<file path="config.mk">
export PLATFORM = sky130hd
export DESIGN_NAME = patch_frame_serializer
export DESIGN_NICKNAME = d
export VERILOG_FILES = /design/src/rtl/patch_frame_serializer.sv
export SDC_FILE = /design/constraint.sdc
export NUM_CORES = 1
export LEC_CHECK = 0
export CAP_MARGIN = 20
export CORE_ASPECT_RATIO = 0.9
export CORE_MARGIN = 2
export CORE_UTILIZATION = 45
export CTS_CLUSTER_DIAMETER = 80
export CTS_CLUSTER_SIZE = 30
export DETAILED_ROUTE_END_ITERATION = 6
export PLACE_DENSITY = 0.7
export RECOVER_POWER = 50
export SYNTH_ARGS = -nofsm -noshare
export SYNTH_HDL_FRONTEND = slang
export SYNTH_SLANG_ARGS = --single-unit
</file>
<file path="constraint.sdc">
create_clock -name clock -period 24.6 [get_ports clock]
set_clock_uncertainty 0.05 [all_clocks]
set_input_delay 7.38 -clock clock [delete_from_list [all_inputs] [get_ports clock]]
set_output_delay 7.38 -clock clock [all_outputs]
set_load 0.01 [all_outputs]
</file>
<file path="src/rtl/patch_frame_serializer.sv">
// Double-buffered serializer: captures 4x4 patch frames, streams one node per beat.
// Optional PATCH_MAXABS_EN adds out_maxabs (running max |value| of the current frame).
module patch_frame_serializer #(
  parameter int DATA_W  = 18,
  parameter int FRAME_W = 16,
  parameter int DROP_W  = 8
) (
  input  logic                           clock,
  input  logic                           reset,
  input  logic signed [3:0][3:0][DATA_W-1:0] u_2_mid,
  input  logic                           iter_flag,
  output logic signed [DATA_W-1:0]       out_data,
  output logic [1:0]                     out_row,
  output logic [1:0]                     out_col,
  output logic                           out_valid,
  input  logic                           out_ready,
  output logic                           out_last,
  output logic                           busy,
  output logic [FRAME_W-1:0]             frame_count,
  output logic [DROP_W-1:0]              drop_count
`ifdef PATCH_MAXABS_EN
  ,
  output logic [DATA_W-2:0]              out_maxabs
`endif
);

  typedef enum logic {
    S_IDLE = 1'b0,
    S_SEND = 1'b1
  } state_t;

  state_t r_state;
  state_t w_next;

  logic [15:0][DATA_W-1:0] w_frame;
  logic [15:0][DATA_W-1:0] r_active;
  logic [15:0][DATA_W-1:0] r_pending;
  logic                    r_pend_full;
  logic                    r_flag_d;
  logic                    r_cap_ev;
  logic [3:0]              r_idx;
  logic [FRAME_W-1:0]      r_frame_cnt;
  logic [DROP_W-1:0]       r_drop_cnt;

  logic w_rise;
  logic w_xfer;
  logic w_last_xfer;

  // Row-major flatten: element [r][c] lands at index 4*r+c.
  assign w_frame     = u_2_mid;
  assign w_rise      = iter_flag & ~r_flag_d;
  assign w_xfer      = out_valid & out_ready;
  assign w_last_xfer = w_xfer & (r_idx == 4'd15);

  assign frame_count = r_frame_cnt;
  assign drop_count  = r_drop_cnt;

  // State register.
  always_ff @(posedge clock) begin
    if (!reset) begin
      r_state <= S_IDLE;
    end else begin
      r_state <= w_next;
    end
  end

  // Next-state logic.
  always_comb begin
    w_next = r_state;
    unique case (r_state)
      S_IDLE: begin
        if (r_cap_ev) w_next = S_SEND;
      end
      S_SEND: begin
        if (w_last_xfer && !r_pend_full && !r_cap_ev)
          w_next = S_IDLE;
      end
      default: w_next = S_IDLE;
    endcase
  end

  // Beat outputs are driven from the active buffer only while sending.
  always_comb begin
    out_valid = 1'b0;
    out_data  = '0;
    out_row   = 2'd0;
    out_col   = 2'd0;
    out_last  = 1'b0;
    busy      = r_pend_full;
    if (r_state == S_SEND) begin
      out_valid = 1'b1;
      out_data  = $signed(r_active[r_idx]);
      out_row   = r_idx[3:2];
      out_col   = r_idx[1:0];
      out_last  = (r_idx == 4'd15);
      busy      = 1'b1;
    end
  end

  // Flag edge detect; capture is delayed one cycle so the patch can settle.
  always_ff @(posedge clock) begin
    if (!reset) begin
      r_flag_d <= 1'b0;
      r_cap_ev <= 1'b0;
    end else begin
      r_flag_d <= iter_flag;
      r_cap_ev <= w_rise;
    end
  end

  // Buffer, beat index and counter datapath.
  always_ff @(posedge clock) begin
    if (!reset) begin
      r_idx       <= 4'd0;
      r_pend_full <= 1'b0;
      r_frame_cnt <= '0;
      r_drop_cnt  <= '0;
    end else begin
      if (r_state == S_IDLE) begin
        if (r_cap_ev) begin
          r_active <= w_frame;
          r_idx    <= 4'd0;
        end
      end else begin
        if (w_xfer) r_idx <= r_idx + 4'd1;
        if (w_last_xfer) begin
          r_frame_cnt <= r_frame_cnt + FRAME_W'(1);
          if (r_pend_full) begin
            r_active    <= r_pending;
            r_pend_full <= r_cap_ev;
            if (r_cap_ev) r_pending <= w_frame;
          end else if (r_cap_ev) begin
            r_active <= w_frame;
          end
        end else if (r_cap_ev) begin
          if (!r_pend_full) begin
            r_pending   <= w_frame;
            r_pend_full <= 1'b1;
          end else if (r_drop_cnt != {DROP_W{1'b1}}) begin
            r_drop_cnt <= r_drop_cnt + DROP_W'(1);
          end
        end
      end
    end
  end

`ifdef PATCH_MAXABS_EN
  logic [DATA_W-2:0] r_maxabs;
  logic [DATA_W-2:0] w_abs;
  logic              w_load_active;

  // Magnitude with the most-negative value clamped to the largest positive.
  function automatic logic [DATA_W-2:0] f_abs(input logic [DATA_W-1:0] v);
    if (!v[DATA_W-1]) return v[DATA_W-2:0];
    if (v[DATA_W-2:0] == '0) return '1;
    return (~v[DATA_W-2:0]) + (DATA_W-1)'(1);
  endfunction

  assign w_abs = f_abs(out_data);
  assign w_load_active =
    ((r_state == S_IDLE) & r_cap_ev) |
    (w_last_xfer & (r_pend_full | r_cap_ev));

  // Running max clears on each new active frame, grows on each transfer.
  always_ff @(posedge clock) begin
    if (!reset) begin
      r_maxabs <= '0;
    end else if (w_load_active) begin
      r_maxabs <= '0;
    end else if (w_xfer && (w_abs > r_maxabs)) begin
      r_maxabs <= w_abs;
    end
  end

  // Include the present beat in the reported max.
  always_comb begin
    out_maxabs = r_maxabs;
    if (w_abs > r_maxabs) out_maxabs = w_abs;
  end
`endif

endmodule

</file>
==> out/metrics.cfg, run 1 <==
[drt]
post-route-drc-count=0
totalWireLength_mm=74.8
dr.pass1.iters=5
drt-initial-drc-count=2089
vias_per_cell=5.79
vias=17811
drt.antenna.violating_nets=0
wl_per_cell_um=24.3

[synthesis]
synth_xor_area_frac=0.00355
synthAdderAreaFrac=0.00175
synth_compound_area_frac=0.0786
syn_avg_cell_area_um2=13.5
synth_mux_area_frac=0.162
synth_edf_count=576
synth_area_um2=27100
synth_top_family_by_area=multiplexers
syn_nets=2303
async_flop_share=0
synth_simple_gate_area_share=0.0687
ys.flop_type=edfxtp_1
synth-seq-cells=608
ys_types=42
synth-seq-area-share=0.661
yosys_warnings=0
synth_cells=2008

[grt]
grt_first_pass_wirelength_mm=111
grt_pass1_vias=17071
grt_max_degree=268
grt-ovfl-total=0
track_usage=0.233
antenna_found_initial=21

[worst_setup_path]
crit_path_end_kind=flop
worstSetupStartpointType=input port
worst_ep_required_time_ps=24850
critPathSlowestCell=buf_4
worstPathArrival_ps=12630
cp_top_family=buffers and inverters
crit_fanout=76
crit_top_cell=buf_4
worst-setup-path-type=input port to flop
timing.critical_path.buf_inv=5
crit_chain=dlygate4sd3_1 -> and4_1 -> nand2_1 -> xor2_1 -> and3_4 -> buf_4 -> buf_4 -> buf_4 -> buf_16
max_stage_delay_ps=980

[power]
combPwrFrac=0.094
p_leak_nw=9.95
power_frac_clock=0.303
peakVddDrop_v=0.0000746
pwr-share-seq=0.602
power-per-cell-area_nw_per_um2=63.2
internal-power_w=0.00154
p_sw_w=0.000497
p_sw_frac=0.244

[clock_tree]
clock-sinks=608
root_buffer=clkbuf_16
cts_max_level=1
clkTransAtPathRegs_ps=110
cts_tree=built
postCtsSetupRepairBufs=0
clock_latency_ps=630
cts.repair.resized=0
hold_buffers=0
cts-buffers-inserted=30
cts.path.max_buffers=3

[sta]
slew_viol_final=0
finalHoldViolations=0
rsz0062_at_grt=no
tightestPinTransition_ps=1140
fmax_mhz=80.8
period_needed_ps=12380
period_share=0.503
slew_headroom=0.242
setup_tns_ps=0
setup_viol=0

[die]
io_pins=341
dieArea_um2=62300
coreArea_um2=59800
chipWidth_um=263
die_y_um=237
start_util=0.454
num_rows=85

[final_layout]
nets=2558
area_growth_pct=18.8
stdcell_count=3074
stdcell_area_um2=32200
drive_gt1_frac=0.0456

[worst_hold_path]
min-delay-path-class=flop to flop

[placement]
placed_area_um2=31100
io_buffers=340
place.detailed.hpwl_mm=50.8
gp_congestion=0.832
dpl.cell_count=3010

[flow_run]
maxCapViolCount=0

[run_status]
status=finished clean

layout make-up:
cell class | count | area (µm²)
Fill cell | 4966 | 27500
Antenna cell | 9 | 22.5
Tap cell | 783 | 980
Clock buffer | 31 | 776
Sequential cell | 608 | 17900
Inverter | 4 | 15.0
Timing Repair Buffer | 365 | 3710
Multi-Input combinational cell | 1254 | 8540
Clock inverter | 20 | 243
Yosys cell counts, types with 5 or more instances:
cell / instances / area, µm²
buf_4: 7 / 52.6
nand3_1: 40 / 200
o21ai_0: 297 / 1490
nand2_1: 314 / 1180
buf_2: 70 / 350
xor2_1: 9 / 78.8
o31ai_1: 9 / 67.6
edfxtp_1: 576 / 17300
nand2b_1: 10 / 62.6
dfxtp_1: 32 / 641
nor2_1: 19 / 71.3
a21oi_1: 18 / 90.1
mux2i_1: 402 / 4020
and2_1: 10 / 62.6
clkbuf_1: 61 / 229
nand4_1: 8 / 50.1
or4_1: 8 / 60.1
a22oi_1: 56 / 420
mux4_2: 16 / 360
and3_1: 5 / 31.3
flip-flops by register name, indices dropped and copies added (netlist names):
signal	cells
r_pend_full	1
r_flag_d	1
r_active	288
frame_count	16
r_idx	4
r_cap_ev	1
drop_count	8
r_state	1
r_pending	288
worst paths after layout:
check                                       to  cells after the start  slack [ps]  startpoint
worst max-delay path            r_pending[118]                      9       12220   out_ready
worst min-delay path                  r_cap_ev                      1         330    r_flag_d
worst max register to register  r_pending[118]                      8       18820     r_state
worst min register to register        r_cap_ev                      1         330    r_flag_d
power groups by stage:
| stage | logic, W | clock network (W) | registers [W] |
|---|---|---|---|
| final | 0.000192 | 0.000618 | 0.00123 |
| after global routing | 0.000208 | 0.000661 | 0.00123 |
| after CTS | 0.000200 | 0.000629 | 0.00123 |
| after detailed placement | 0.000200 | 0 | 0.00125 |
| after global placement | 0.000193 | 0 | 0.00125 |
| after floorplan | 0.000104 | 0 | 0.00125 |
stage by stage:
stage               power [W]   util  worst slack (ps)  hold WS, ps
floorplan             0.00135      -              1670          317
global placement      0.00144  0.520             11330          316
detailed placement    0.00145  0.520             11250          317
CTS                   0.00206  0.537             11940          334
global route          0.00210  0.539             11910          346
finish                0.00204  0.539             12220          332
cell families after synthesis:
| kind of cell | count (synthesis) |
|---|---|
| simple gates | 433 |
| buf+inv | 146 |
| flops | 608 |
| compound gates | 388 |
| xor+xnor | 11 |
| mux | 418 |
| fa+ha+maj | 4 |
layout by cell type, fill, tap and decap left out, types with 9 or more instances in the layout:
cell type and n:
a21oi_1 17, a22oi_1 56, buf_4 18, clkbuf_16 31, clkdlybuf4s50_1 42, dfxtp_1 29, diode_2 9, dlygate4sd3_1 298
edfxtp_1 576, mux2i_1 402, mux4_2 16, nand2_1 315, nand2b_1 10, nand3_1 40, nand4_1 9, nor2_1 18
o21ai_0 297, o31ai_1 9, xor2_1 9
per-layer routing:
layer  track usage  up-vias  routed length (µm)
met5             0        -                   8
met4        0.0433        2                1540
met3        0.0281       85                5680
met2         0.363      681               34400
met1         0.355     8968               33100
li1              -     8075                   -
(Power assumes the default switching activity.)
==> run 2, diff against run 1 <==
--- a/config.mk
+++ b/config.mk
@@ -12,7 +12,7 @@
 export CTS_CLUSTER_DIAMETER = 80
 export CTS_CLUSTER_SIZE = 30
 export DETAILED_ROUTE_END_ITERATION = 6
-export PLACE_DENSITY = 0.7
+export PLACE_DENSITY = 0.72
 export RECOVER_POWER = 50
 export SYNTH_ARGS = -nofsm -noshare
 export SYNTH_HDL_FRONTEND = slang
==> constraint.sdc (replaced) <==
create_clock -name clock -period 10.45 [get_ports clock]
set_clock_uncertainty 0.05 [all_clocks]
set_input_delay 3.135 -clock clock [delete_from_list [all_inputs] [get_ports clock]]
set_output_delay 3.135 -clock clock [all_outputs]
set_load 0.01 [all_outputs]
==> run 2 against run 1 <==
Net effect:
- register-to-register slack worse by 13000 ps
- die area unchanged
- worst setup slack worse by 9200 ps
- final area fell by 0.38%
- combinational power increased by 140%
- power grew 130%
- largest power group unchanged
- highest routed layer unchanged
==> out/metrics.cfg, run 2 (synthesized netlist as in run 1, its figures left out) <==
[final_layout]
fillerInstances=4879
drive_gt1_frac=0.0414
nets=2549
fin_util=0.537
layout_common_cells=edfxtp_1, mux2i_1, nand2_1
layout_commonest_cell=edfxtp_1
area_growth_pct=18.3
stdcell_area_um2=32100

[worst_setup_path]
cp_top_family=buffers and inverters
max_stage_delay_ps=930
regToRegEndpoint=r_pending[205]
critPathSlowestCell=buf_4
reg2reg_from=r_idx[2]
crit_fanout=55
worstSetupStartpointType=flop
worst-setup-path-type=flop to primary output
worst_ep_required_time_ps=7270
crit_chain=buf_4 -> mux2i_1 -> a22oi_1 -> nand2_1 -> o21ai_0 -> clkdlybuf4s50_1
r2r_cells=5
worstPathArrival_ps=4250
crit_path_end_kind=primary output
regToRegSetupSlack_ps=6250
timing.critical_path.buf_inv=2

[clock_tree]
clkTransAtPathRegs_ps=100
root_buffer=clkbuf_16
cts.path.max_buffers=3
cts_max_level=1
hold_buffers=0
cts.repair.resized=0
clock-sinks=608
postCtsSetupRepairBufs=0
cts-buffers-inserted=29
cts_tree=built
clock_latency_ps=630

[grt]
grt_first_pass_wirelength_mm=111
grt-ovfl-total=0
antenna_found_initial=25
grt_pass1_vias=17088
track_usage=0.235
grt_max_degree=249

[sta]
setup_tns_ps=0
finalHoldViolations=0
period_needed_ps=7440
rsz0062_at_grt=no
period_share=0.712
slew_viol_final=0
slew_headroom=0.234
fmax_mhz=134
tightestPinTransition_ps=1150
setup_viol=0
layout_setup_ws_ps=3010

[die]
die_y_um=237
num_rows=85
start_util=0.454
chipWidth_um=263
io_pins=341
coreArea_um2=59800
dieArea_um2=62300

[drt]
drt.antenna.violating_nets=0
dr_wl_met3_mm=6.27
vias_per_cell=5.78
wl_met2_mm=34.7
drt-initial-drc-count=2291
wl_per_cell_um=24.5
vias=17720
post-route-drc-count=0
dr.pass1.iters=5
top_layer_used=met5
totalWireLength_mm=75.0
wirelength_met1_mm=32.1

[worst_hold_path]
min-delay-path-class=flop to flop
hold_end=r_cap_ev
hold_path_startpoint=r_flag_d
holdPathStages=1

[placement]
placed_area_um2=31100
place.detailed.hpwl_mm=51.2
pre_cts_slack_ps=3310
io_buffers=340
gp_congestion=0.826

[power]
peakVddDrop_v=0.000120
power-per-cell-area_nw_per_um2=148
p_leak_nw=9.87

[run_status]
status=finished clean

[flow_run]
maxCapViolCount=0

-- run 2: metal layers --
layer,vias up,track usage
met4,12,0.0559
met3,98,0.0436
met1,8829,0.342
met2,717,0.365
met5,-,0
li1,8064,-
-- run 2: per-stage QoR --
step | total power (W) | hold slack [ps] | std cells
5_1_grt | 0.00490 | 359 | 3060
3_3_place_gp | 0.00340 | 321 | 3004
2_1_floorplan | 0.00316 | 317 | 2008
6_report | 0.00475 | 336 | 3068
4_1_cts | 0.00479 | 339 | 3054
3_5_place_dp | 0.00342 | 322 | 3004
-- run 2: worst register-to-register path, delay by kind of cell (launching register included) --
kind,cells,cell delay [ps]
simple gates,3,1650
xor+xnor,1,190
buf+inv,1,1030
flops,1,870
-- run 2: report_power, final --
| part | total, W | internal (W) | leakage, nW | switching [W] |
|---|---|---|---|---|
| registers | 0.00289 | 0.00281 | 5.64 | 0.0000767 |
| logic | 0.000456 | 0.000213 | 3.76 | 0.000243 |
| clock network | 0.00141 | 0.000570 | 0.470 | 0.000838 |
| total | 0.00475 | 0.00359 | 9.87 | 0.00116 |
-- run 2: how the worst max path moves through the flow --
stage	startpoint	endpoint	depth (start not counted)
4_1_cts	r_idx[0]	out_data[4]	6
2_1_floorplan	out_ready	r_active[0]	5
3_3_place_gp	out_ready	r_pending[169]	6
5_1_grt	r_idx[0]	out_data[4]	6
6_report	r_idx[0]	out_data[4]	6
3_5_place_dp	out_ready	r_pending[180]	6
-- run 2: cell type report --
| class | count | area [µm²] | area share |
|---|---|---|---|
| inverter | 4 | 15.0 | 0.000468 |
| sequential | 608 | 17900 | 0.559 |
| clock buffer | 30 | 729 | 0.0227 |
| multi-input combinational | 1254 | 8540 | 0.266 |
| timing repair buffer | 357 | 3630 | 0.113 |
| antenna | 12 | 30.0 | 0.000935 |
| clock inverter | 20 | 241 | 0.00752 |
| tap | 783 | 980 | 0.0305 |
==> RTL edit: new RTL, config.mk and constraints of run 1 <==
Register the output `frame_count` once more, without a reset; this adds one clock of latency there. The other outputs are not delayed to match.
--- a/src/rtl/patch_frame_serializer.sv
+++ b/src/rtl/patch_frame_serializer.sv
@@ -53,5 +53,7 @@
   assign w_last_xfer = w_xfer & (r_idx == 4'd15);
 
-  assign frame_count = r_frame_cnt;
+  always_ff @(posedge clock) begin
+    frame_count <= r_frame_cnt;
+  end
   assign drop_count  = r_drop_cnt;
 
Check against the original RTL: not settled (the Yosys comparison gave no result); the edit may change what the design does.
==> RTL edit against run 1 <==
  * Sequential share of layout area up 0.48 points
  * Non-clock buffer count down 5
  * Total power rose by 2.0%
  * Setup slack better by 710 ps
  * Register-to-register slack improved by 680 ps
  * Wire length shrank 0.26%
  * Via count is 0.48% higher
  * Largest power group unchanged
  * Sequential cell count up 16
  * Final area rose by 0.92%
  * Synthesized area increased by 1.3%
==> RTL edit: results <==
[outcome]
outcome = finished clean

[clocking]
postCtsSetupRepairBufs = 0
clock_pin_transition_on_the_worst_setup_and_hold_timing_paths_ps = 110

[placement]
dp_hpwl_mm = 50.67
place_ws_ps = 12620
gp_routability_congestion = 0.8430
placedInstanceArea_mm2 = 0.03145

[power_and_ir_drop]
power.static_leakage_nw = 10.04
peak_vdd_ir_uv = 48.45

[grt]
vias_in_the_first_global_route = 17237
grt_usage_pct = 22.96
grt_pass1_wl_mm = 110.5
antenna_found_initial = 17

[synth]
synth_sequential_area_ratio_pct = 66.38
yosysUniqueCellTypes = 41
synth_top_cells_by_area = sky130_fd_sc_hd__edfxtp_1 (63%), sky130_fd_sc_hd__mux2i_1 (14%), sky130_fd_sc_hd__o21ai_0 (5.4%)
number_of_flops_mapped_to_enable_cells_by_yosys = 576
most_frequent_cells_after_synthesis = sky130_fd_sc_hd__edfxtp_1 (576), sky130_fd_sc_hd__mux2i_1 (397), sky130_fd_sc_hd__nand2_1 (315)
synth_nets = 2327

[sta]
clock.fmax_mhz = 85.70
worstMarginPinSlew_ps = 1124

[drt]
vias = 17897
firstDrtPassIters = 7
first_iter_violations = 2171
routed_wire_length_per_instance_um = 24.15

[worst_setup_path]
worstPathArrival_ps = 4240
rrSetupSlack_ps = 19500
rr_worst_depth = 7
path_max_fanout = 50

[final_layout]
nets = 2574
fraction_of_final_layout_cells_sized_beyond_drive_strength_1_pct = 4.265
RTL edit: cell types whose count changed after synthesis, sizes merged, moves of 3 or more:
cell    change
dfxtp      +16
clkbuf     +11
buf         -8
nor2        -7
a21oi       +6
mux2i       -5
nand2b      +5
nand3       +5
o211ai      -4
a211oi      +3
RTL edit: cell type report:
class / instances / area [µm²] / share of cell area, %
clock buffer: 32 / 779.5 / 2.396
timing repair buffer: 360 / 3623 / 11.14
sequential: 624 / 18270 / 56.15
clock inverter: 19 / 272.8 / 0.8385
antenna: 8 / 20.02 / 0.06154
tap: 783 / 979.7 / 3.012
inverter: 5 / 18.77 / 0.05769
multi-input combinational: 1258 / 8569 / 26.34
RTL edit: worst paths after layout:
path | from | to
max | r_idx[0]$_SDFFE_PN0P_ | out_data[11]
min | r_flag_d$_SDFF_PN0_ | r_cap_ev$_SDFF_PN0_
max reg2reg | r_idx[1]$_SDFFE_PN0P_ | r_pending[85]$_DFFE_PP_
min reg2reg | r_flag_d$_SDFF_PN0_ | r_cap_ev$_SDFF_PN0_
RTL edit: routing by layer:
layer  share of wire [%]  wire length (µm)  GRT usage (%)
met1                  44             33080          34.76
met2                  47             34830          36.77
met3                 7.3              5473          2.421
met4                 1.6              1206          3.220
met5                   0                 0              0
RTL edit: critical path, stage by stage (launching register included):
cell and delay [ps]:
sky130_fd_sc_hd__dfxtp_4 1010, sky130_fd_sc_hd__buf_4 800, sky130_fd_sc_hd__mux4_2 390, sky130_fd_sc_hd__nand2b_1 110, sky130_fd_sc_hd__nand3_1 70, sky130_fd_sc_hd__a21oi_1 450, sky130_fd_sc_hd__clkdlybuf4s50_1 630
RTL edit: metrics by stage:
stage | cells | hold WS, ps | util (%) | power, mW
after floorplan | 2032 | 293.7 | - | 1.381
after global placement | 3029 | 303.6 | 52.34 | 1.470
after detailed placement | 3029 | 310.1 | 52.34 | 1.478
after CTS | 3080 | 332.1 | 54.09 | 2.099
after global routing | 3081 | 346.8 | 54.10 | 2.140
final | 3089 | 331.5 | 54.14 | 2.079
RTL edit: power breakdown:
part	internal, mW	switching, mW	leakage (nW)
clock network	0.269	0.365	0.518
registers	1.22	0.0352	5.76
logic	0.0903	0.100	3.76
RTL edit: cell families (layout without fill, tap and decap cells):
kind of cell               count (synthesis)  in the layout  share of synthesized area (%)
AOI/OAI and AO/OA                        393            393                          7.834
xor gates and xnor gates                   8              8                         0.2548
adders and majority gates                  3              3                         0.1365
buffers and inverters                    150            416                          2.493
DFF                                      624            624                          66.38
muxes                                    415            415                          15.92
other                                      0              8                              0
and+or+nand+nor                          439            439                          6.978
